`src/rtl/i2s_rx_param.sv`:
```
// rtl/i2s_rx_param.sv - oversampled I2S / left-justified serial audio receiver
// Optional word-length checking (oWordLen, oLenErr) is built only with I2S_RX_LENCHK_EN.
module i2s_rx_param #(
  parameter int DATA_W = 24,
  parameter int MODE   = 0
) (
  input  logic              iSysClk,
  input  logic              iRst_n,
  input  logic              iBCK,
  input  logic              iLRCK,
  input  logic              iDataIn,
  output logic              oStrobeL,
  output logic              oStrobeR,
  output logic [DATA_W-1:0] oDataL,
  output logic [DATA_W-1:0] oDataR
`ifdef I2S_RX_LENCHK_EN
  ,
  output logic [$clog2(DATA_W+2)-1:0] oWordLen,
  output logic                        oLenErr
`endif
);

  localparam int CNT_W = $clog2(DATA_W + 2);
  localparam logic [CNT_W-1:0] CNT_ONE  = CNT_W'(1);
  localparam logic [CNT_W-1:0] CNT_FULL = CNT_W'(DATA_W);
  localparam logic [CNT_W-1:0] CNT_SAT  = CNT_W'(DATA_W + 1);

  logic bck_s1, bck_s2, bck_prev;
  logic lr_s1, lr_s2;
  logic d_s1, d_s2;

  logic [DATA_W-1:0] shreg;
  logic [CNT_W-1:0]  count;
  logic              armed;
  logic              lr_prev;

  logic              bck_rise;
  logic              lr_chg;
  logic [DATA_W-1:0] ins_word;
  logic [CNT_W-1:0]  cnt_inc;
  logic [DATA_W-1:0] final_word;
  logic [CNT_W-1:0]  final_len;

  always_ff @(posedge iSysClk or negedge iRst_n) begin
    if (!iRst_n) begin
      bck_s1   <= 1'b0;
      bck_s2   <= 1'b0;
      bck_prev <= 1'b0;
      lr_s1    <= 1'b0;
      lr_s2    <= 1'b0;
      d_s1     <= 1'b0;
      d_s2     <= 1'b0;
    end else begin
      bck_s1   <= iBCK;
      bck_s2   <= bck_s1;
      bck_prev <= bck_s2;
      lr_s1    <= iLRCK;
      lr_s2    <= lr_s1;
      d_s1     <= iDataIn;
      d_s2     <= d_s1;
    end
  end

  // Bits past DATA_W are dropped; the counter keeps counting up to DATA_W+1 to flag truncation.
  always_comb begin
    bck_rise = bck_s2 & ~bck_prev;
    lr_chg   = lr_s2 ^ lr_prev;
    ins_word = shreg;
    if (count < CNT_FULL) begin
      ins_word = shreg | (DATA_W'(d_s2) << (CNT_FULL - CNT_ONE - count));
    end
    cnt_inc = (count == CNT_SAT) ? count : count + CNT_ONE;
    if (MODE == 0) begin
      final_word = ins_word;
      final_len  = cnt_inc;
    end else begin
      final_word = shreg;
      final_len  = count;
    end
  end

  always_ff @(posedge iSysClk or negedge iRst_n) begin
    if (!iRst_n) begin
      shreg    <= '0;
      count    <= '0;
      armed    <= 1'b0;
      lr_prev  <= 1'b0;
      oStrobeL <= 1'b0;
      oStrobeR <= 1'b0;
      oDataL   <= '0;
      oDataR   <= '0;
`ifdef I2S_RX_LENCHK_EN
      oWordLen <= '0;
      oLenErr  <= 1'b0;
`endif
    end else begin
      oStrobeL <= 1'b0;
      oStrobeR <= 1'b0;
`ifdef I2S_RX_LENCHK_EN
      oLenErr  <= 1'b0;
`endif
      if (bck_rise) begin
        lr_prev <= lr_s2;
        if (!lr_chg) begin
          shreg <= ins_word;
          count <= cnt_inc;
        end else begin
          if (MODE == 0) begin
            shreg <= '0;
            count <= '0;
          end else begin
            shreg <= {d_s2, {(DATA_W-1){1'b0}}};
            count <= CNT_ONE;
          end
          // The word ending at the first change after reset was partial, so it only arms.
          armed <= 1'b1;
          if (armed) begin
            if (!lr_prev) begin
              oDataL   <= final_word;
              oStrobeL <= 1'b1;
            end else begin
              oDataR   <= final_word;
              oStrobeR <= 1'b1;
            end
`ifdef I2S_RX_LENCHK_EN
            oWordLen <= final_len;
            oLenErr  <= (final_len == '0) || (final_len == CNT_SAT);
`endif
          end
        end
      end
    end
  end

endmodule

```
`config.mk`:
```
export PLATFORM = sky130hd
export DESIGN_NAME = i2s_rx_param
export DESIGN_NICKNAME = d
export VERILOG_FILES = /design/src/rtl/i2s_rx_param.sv
export SDC_FILE = /design/constraint.sdc
export NUM_CORES = 1
export LEC_CHECK = 0
export ABC_CLOCK_PERIOD_IN_PS = 1800
export BUFFER_PORTS_ARGS = -buffer_cell sky130_fd_sc_hd__buf_4
export CAP_MARGIN = 10
export CORE_MARGIN = 3
export CORE_UTILIZATION = 30
export DETAILED_ROUTE_END_ITERATION = 10
export SETUP_SLACK_MARGIN = 0.4
export SYNTH_ARGS = -nofsm -noshare
export SYNTH_HDL_FRONTEND = slang
export SYNTH_SLANG_ARGS = --single-unit
export TNS_END_PERCENT = 10
```
`constraint.sdc`:
```
create_clock -name iSysClk -period 1.8 [get_ports iSysClk]
set_clock_uncertainty 0.2 [all_clocks]
set_input_delay 0.09 -clock iSysClk [delete_from_list [all_inputs] [get_ports iSysClk]]
set_output_delay 0.09 -clock iSysClk [all_outputs]
set_load 0.02 [all_outputs]
```
==> reports/metrics.cfg, run 1 <==
[detailed_routing]
ant_nets = 0
first_iter_violations = 200
totalWireLength_um = 9558
vias = 2814
routed_via_density = 5.135
route.detailed.wl_per_inst_um = 17.44
drc_errors = 0
first_pass_iters = 4

[placed_design]
placed_area_um2 = 4205
dp.cells = 519
dp_hpwl_um = 6197
gp_congestion = 0.8377
io_buffers = 54
dpl_worst_slack_ns = -0.02399

[finish]
finalNonFillerCells = 548
layout_commonest_cell = a21oi_1
n_antenna_cell = 0
final_nets = 408
utilization_pct = 42.42
mostFrequentLayoutCells = a21oi_1, dfrtp_1, buf_4
finalInstanceArea_um2 = 4947
drive_above_1_share_pct = 40.99
area_growth_pct = 35.74

[critical_path]
crit_buf_inv = 1
endpoint_kind = flop
path_cells = ha_4 > nor4b_4 > buf_6 > a21oi_4 > a21oi_2
crit_family = flip-flops
worst_setup_path_start_kind = flop
r2r_start = count[4]$_DFFE_PN0P_
reg2reg_depth = 5
r2r_slack_ns = 0.11
critPathKind = flop to flop
cp_max_fo = 6
reg2reg_to = oDataR[7]$_DFFE_PN0P_
arrival_ns = 1.74
critPathMaxStageDelay_ns = 0.43
crit_slowest_cell = dfrtp_1
crit_required_ns = 1.86

[power_and_ir_drop]
switching_power_mw = 2.148
power_frac_comb_pct = 29.4
clock_power_share_pct = 29.6
intPower_mw = 4.352
peakVddDrop_uv = 800.1
pwr-share-seq_pct = 41.0
total_power_mw = 6.501
power_density_nw_per_um2 = 1314
power.leakage_nw = 2.125
sw_frac_of_total_pct = 33.05

[sta]
holdWs_ns = 0.01792
hold_viol = 0
rsz0062_at_grt = yes
fmax_mhz = 592.9
drv_slew = 0
fin_crit_sh_pct = 93.69
setup_viol = 0
fin_tns_setup_ns = 0
fin_crit_ns = 1.686
slew_headroom_pct = 75.12
tightestPinTransition_ns = 0.3729
timing.final.ws_setup_ns = 0.1135

[yosys]
synth_edf_count = 0
synth_area_um2 = 3645
netlist.area_leader.share_pct = 60.42
yosysTopAreaCell = dfrtp_1
yosysWarnings = 0
synth_compound_area_share_pct = 18.74
synth_area_per_cell_um2 = 10.98
synth_fa_ha_area_share_pct = 1.030
synth-seq-cells = 88
synthSimpleGateAreaFrac_pct = 14.18
synth_cells = 332
synth_top_family_by_area = compound AO/OA/AOI/OAI gates
syn_nets = 340
synth-xor-area-share_pct = 0.2403
synth-main-ff-cell = dfrtp_1
synth_seq_area_share_pct = 60.42
synth.area.top_cells = dfrtp_1, a21oi_1, nor3_1
synthMuxAreaShare_pct = 0.2746
yosysUniqueCellTypes = 36
async_flop_share_pct = 100.0

[min_path]
hold_path_class = primary input to async pin

[floorplanning]
fp.dieW_um = 116.2
dieArea_um2 = 13510
core_um2 = 11660
die_y_um = 116.2
row_count = 39
ios = 55
start_util_pct = 31.25

[clock_network]
cts_buffers = 9
clock_sinks = 88
cts.htree.levels = 3
clk_latency_ns = 0.33
cts.root.buffer_cell = clkbuf_16
clk_pin_slew_ns = 0.06
cts_tree = yes
cts_max_path_buffers = 2

[outcome]
status = completed

[global_routing]
antenna_found_initial = 0
first_global_vias = 2845
grt_pass1_wl_um = 15620
grt_util_all_layers_pct = 14.98
overflow = 0
grt_max_degree = 44

[flow_run]
drv_cap = 0

-- how the worst max path moves through the flow --
stage	startpoint	to	slack, ns	depth (start not counted)
2_1_floorplan	count[4]$_DFFE_PN0P_	oDataR[20]$_DFFE_PN0P_	0.19	4
3_3_place_gp	count[4]$_DFFE_PN0P_	shreg[17]$_DFFE_PN0P_	0.02	4
3_5_place_dp	count[4]$_DFFE_PN0P_	shreg[16]$_DFFE_PN0P_	-0.02	4
4_1_cts	count[4]$_DFFE_PN0P_	shreg[6]$_DFFE_PN0P_	0.15	5
5_1_grt	count[4]$_DFFE_PN0P_	oDataR[7]$_DFFE_PN0P_	0.06	5
6_report	count[4]$_DFFE_PN0P_	oDataR[7]$_DFFE_PN0P_	0.11	5
-- routing by layer --
layer / track usage, % / share of wire, %
met1: 21.21 / 47
met2: 23.53 / 48
met3: 3.990 / 4.6
met4: 2.552 / 0.23
met5: 0 / 0
-- registers in the layout (all words and copies together) (netlist names), 5 cells and up --
signal and flops:
oDataL 24, oDataR 24, shreg 24, count 5
-- worst reg2reg max path: stages (launching register included) --
cell	delay, ns
dfrtp_1	0.43
ha_4	0.34
nor4b_4	0.23
buf_6	0.19
a21oi_4	0.09
a21oi_2	0.14
-- timing repair --
item	in CTS	in global routing
hold buffers	4	0
setup endpoints to repair	79	81
endpoints found under the hold margin	91	0
resized for setup	62	8
pin swaps	26	7
gates cloned	1	0
buffers inserted	8	0
-- cell families (layout without fill, tap and decap cells) --
family,Yosys count,in the layout
AND/OR/NAND/NOR,82,82
buffers and inverters,29,102
flip-flops,88,88
AO/OA/AOI/OAI,128,128
XOR/XNOR,1,1
multiplexers,1,1
adder cells (fa/ha/maj),3,3
-- power groups by stage --
| stage | combinational [mW] | clock (mW) | sequential [mW] |
|---|---|---|---|
| 5_1_grt | 2.08 | 2.07 | 2.72 |
| 2_1_floorplan | 0.603 | 0 | 3.07 |
| 4_1_cts | 1.92 | 1.97 | 2.67 |
| 6_report | 1.91 | 1.92 | 2.67 |
| 3_3_place_gp | 1.79 | 0 | 2.70 |
| 3_5_place_dp | 1.81 | 0 | 2.69 |
-- final cells by class --
type                            count  area [um^2]
Clock buffer                       11        252.7
Fill cell                        1084         6715
Sequential cell                    88         2206
Clock inverter                      5        62.56
Timing Repair Buffer               84        711.9
Inverter                            2        7.507
Multi-Input combinational cell    215         1528
Tap cell                          143        178.9
-- synth_stat cells, types with 2 or more instances --
library cell,n
nor3b_2,2
or3_1,2
buf_6,7
and2_1,2
and3b_1,4
nand2_1,5
o21ai_0,3
and4b_1,2
nor3_2,4
dfrtp_1,88
buf_2,16
nor2b_1,3
nor2_1,24
and4bb_2,2
a21oi_1,113
ha_1,3
nand4b_1,2
inv_1,2
clkbuf_1,2
a21oi_2,10
nor3_1,21
Note: power is estimated with default switching activity, not from simulation.
==> run 2, diff against run 1 <==
- MAX_ROUTING_LAYER: not set -> met4
- SLEW_MARGIN: not set -> 15
==> run 2 against run 1 <==
Against the previous run: clock power hardly changed; via count shrank 0.71%; sequential power about the same; register-to-register slack about the same; maximum frequency shrank 0.15%; highest routed layer unchanged; routed wire length decreased by 0.13%; global-route usage up 0.58 points; flip-flop and latch count stayed put; clock-buffer cell count unchanged; non-clock buffer count did not move; largest cell class unchanged.
==> reports/metrics.cfg, run 2 (synthesized netlist as in run 1, its figures left out) <==
[detailed_routing]
routed_via_density = 5.099
vias = 2794
first_iter_violations = 252
route.detailed.wl_per_inst_um = 17.42
ant_nets = 0
totalWireLength_um = 9546
drc_errors = 0
first_pass_iters = 4

[floorplanning]
dieArea_um2 = 13510
ios = 55
fp.dieW_um = 116.2
row_count = 39
die_y_um = 116.2
start_util_pct = 31.25
core_um2 = 11660

[clock_network]
clk_latency_ns = 0.34
clock_sinks = 88
cts_tree = yes
cts.root.buffer_cell = clkbuf_16
cts_max_path_buffers = 2
cts_buffers = 9
clk_pin_slew_ns = 0.07
cts.htree.levels = 3

[placed_design]
io_buffers = 54
placed_area_um2 = 4205
dp_hpwl_um = 6197
dpl_worst_slack_ns = -0.02399
gp_congestion = 0.8506
dp.cells = 519

[finish]
layout_commonest_cell = a21oi_1
utilization_pct = 42.42
finalNonFillerCells = 548
drive_above_1_share_pct = 40.99
final_nets = 408
n_antenna_cell = 0
finalInstanceArea_um2 = 4947
fill_cells = 1084
reg.largest.list = oDataL: 24 flops, oDataR: 24 flops, shreg: 24 flops
mostFrequentLayoutCells = a21oi_1, dfrtp_1, buf_4
area_growth_pct = 35.74

[sta]
slew_headroom_pct = 75.12
drv_slew = 0
hold_viol = 0
fin_crit_sh_pct = 93.84
setup_viol = 0
fin_tns_setup_ns = 0
fmax_mhz = 592.0
rsz0062_at_grt = yes
fin_crit_ns = 1.689
timing.final.ws_setup_ns = 0.1109
holdWs_ns = 0.01350
tightestPinTransition_ns = 0.3729

[global_routing]
antenna_found_initial = 0
grt_max_degree = 44
overflow = 0
grt_util_all_layers_pct = 15.56
first_global_vias = 2830
grt_pass1_wl_um = 15680

[critical_path]
endpoint_kind = flop
crit_slowest_cell = dfrtp_1
path_cells = ha_4 > nor4b_4 > buf_6 > a21oi_4 > a21oi_2
cp_num_cells = 5
crit_required_ns = 1.86
critPathKind = flop to flop
worst_setup_path_start_kind = flop
crit_family = flip-flops
r2r_start = count[4]$_DFFE_PN0P_
critPathMaxStageDelay_ns = 0.43
reg2reg_to = oDataR[7]$_DFFE_PN0P_
arrival_ns = 1.75
crit_buf_inv = 1
reg2reg_depth = 5
r2r_slack_ns = 0.11
critPathCapture = oDataR[7]$_DFFE_PN0P_
cp_max_fo = 6
critPathLaunch = count[4]$_DFFE_PN0P_

[flow_run]
drv_cap = 0

[min_path]
hold_path_class = primary input to async pin

[power_and_ir_drop]
total_power_mw = 6.505
power_density_nw_per_um2 = 1315
power.leakage_nw = 2.125
peakVddDrop_uv = 794.0

[outcome]
status = completed

==> run 2: cell counts in the layout (fill, tap and decap cells not counted) <==
No cell type changed its count.
==> run 2: power breakdown <==
part	total [mW]	internal, mW	switching (mW)
logic	1.91	0.816	1.09
registers	2.67	2.38	0.289
clock network	1.93	1.16	0.771
==> run 2: worst min-delay path by stage <==
stage	from	endpoint	slack [ns]
2_1_floorplan	iRst_n	armed$_DFFE_PN0P_	-0.41
3_3_place_gp	iRst_n	lr_s2$_DFF_PN0_	-0.17
3_5_place_dp	iRst_n	bck_s1$_DFF_PN0_	-0.17
4_1_cts	iRst_n	oDataL[0]$_DFFE_PN0P_	0.03
5_1_grt	iRst_n	shreg[2]$_DFFE_PN0P_	0.04
6_report	iRst_n	shreg[0]$_DFFE_PN0P_	0.01
==> run 2: final cells by class <==
| type | instances | area, um^2 | area share [%] |
|---|---|---|---|
| well taps | 143 | 178.9 | 3.617 |
| clock buffers | 11 | 252.7 | 5.109 |
| inverters | 2 | 7.507 | 0.1517 |
| clock inverters | 5 | 62.56 | 1.265 |
| multi-input cells | 215 | 1528 | 30.88 |
| repair buffers | 84 | 711.9 | 14.39 |
| flip-flops and latches | 88 | 2206 | 44.59 |
==> run 2: what timing repair did <==
item	4_1_cts	5_1_grt
pin swaps	26	7
endpoints found under the hold margin	91	0
endpoints found under the setup margin	79	81
buffers inserted	8	0
gates cloned	1	0
resized for setup	62	8
hold buffers	4	0
==> run 2: layer usage <==
metal | vias to the layer above | share of wire, % | routed length [um] | track usage (%)
met5 | - | 0 | 0 | -
met4 | 0 | 0.65 | 62 | 2.320
met1 | 1402 | 46 | 4381 | 21.81
met2 | 74 | 48 | 4577 | 23.30
met3 | 6 | 5.5 | 524 | 4.093
li1 | 1312 | - | - | -
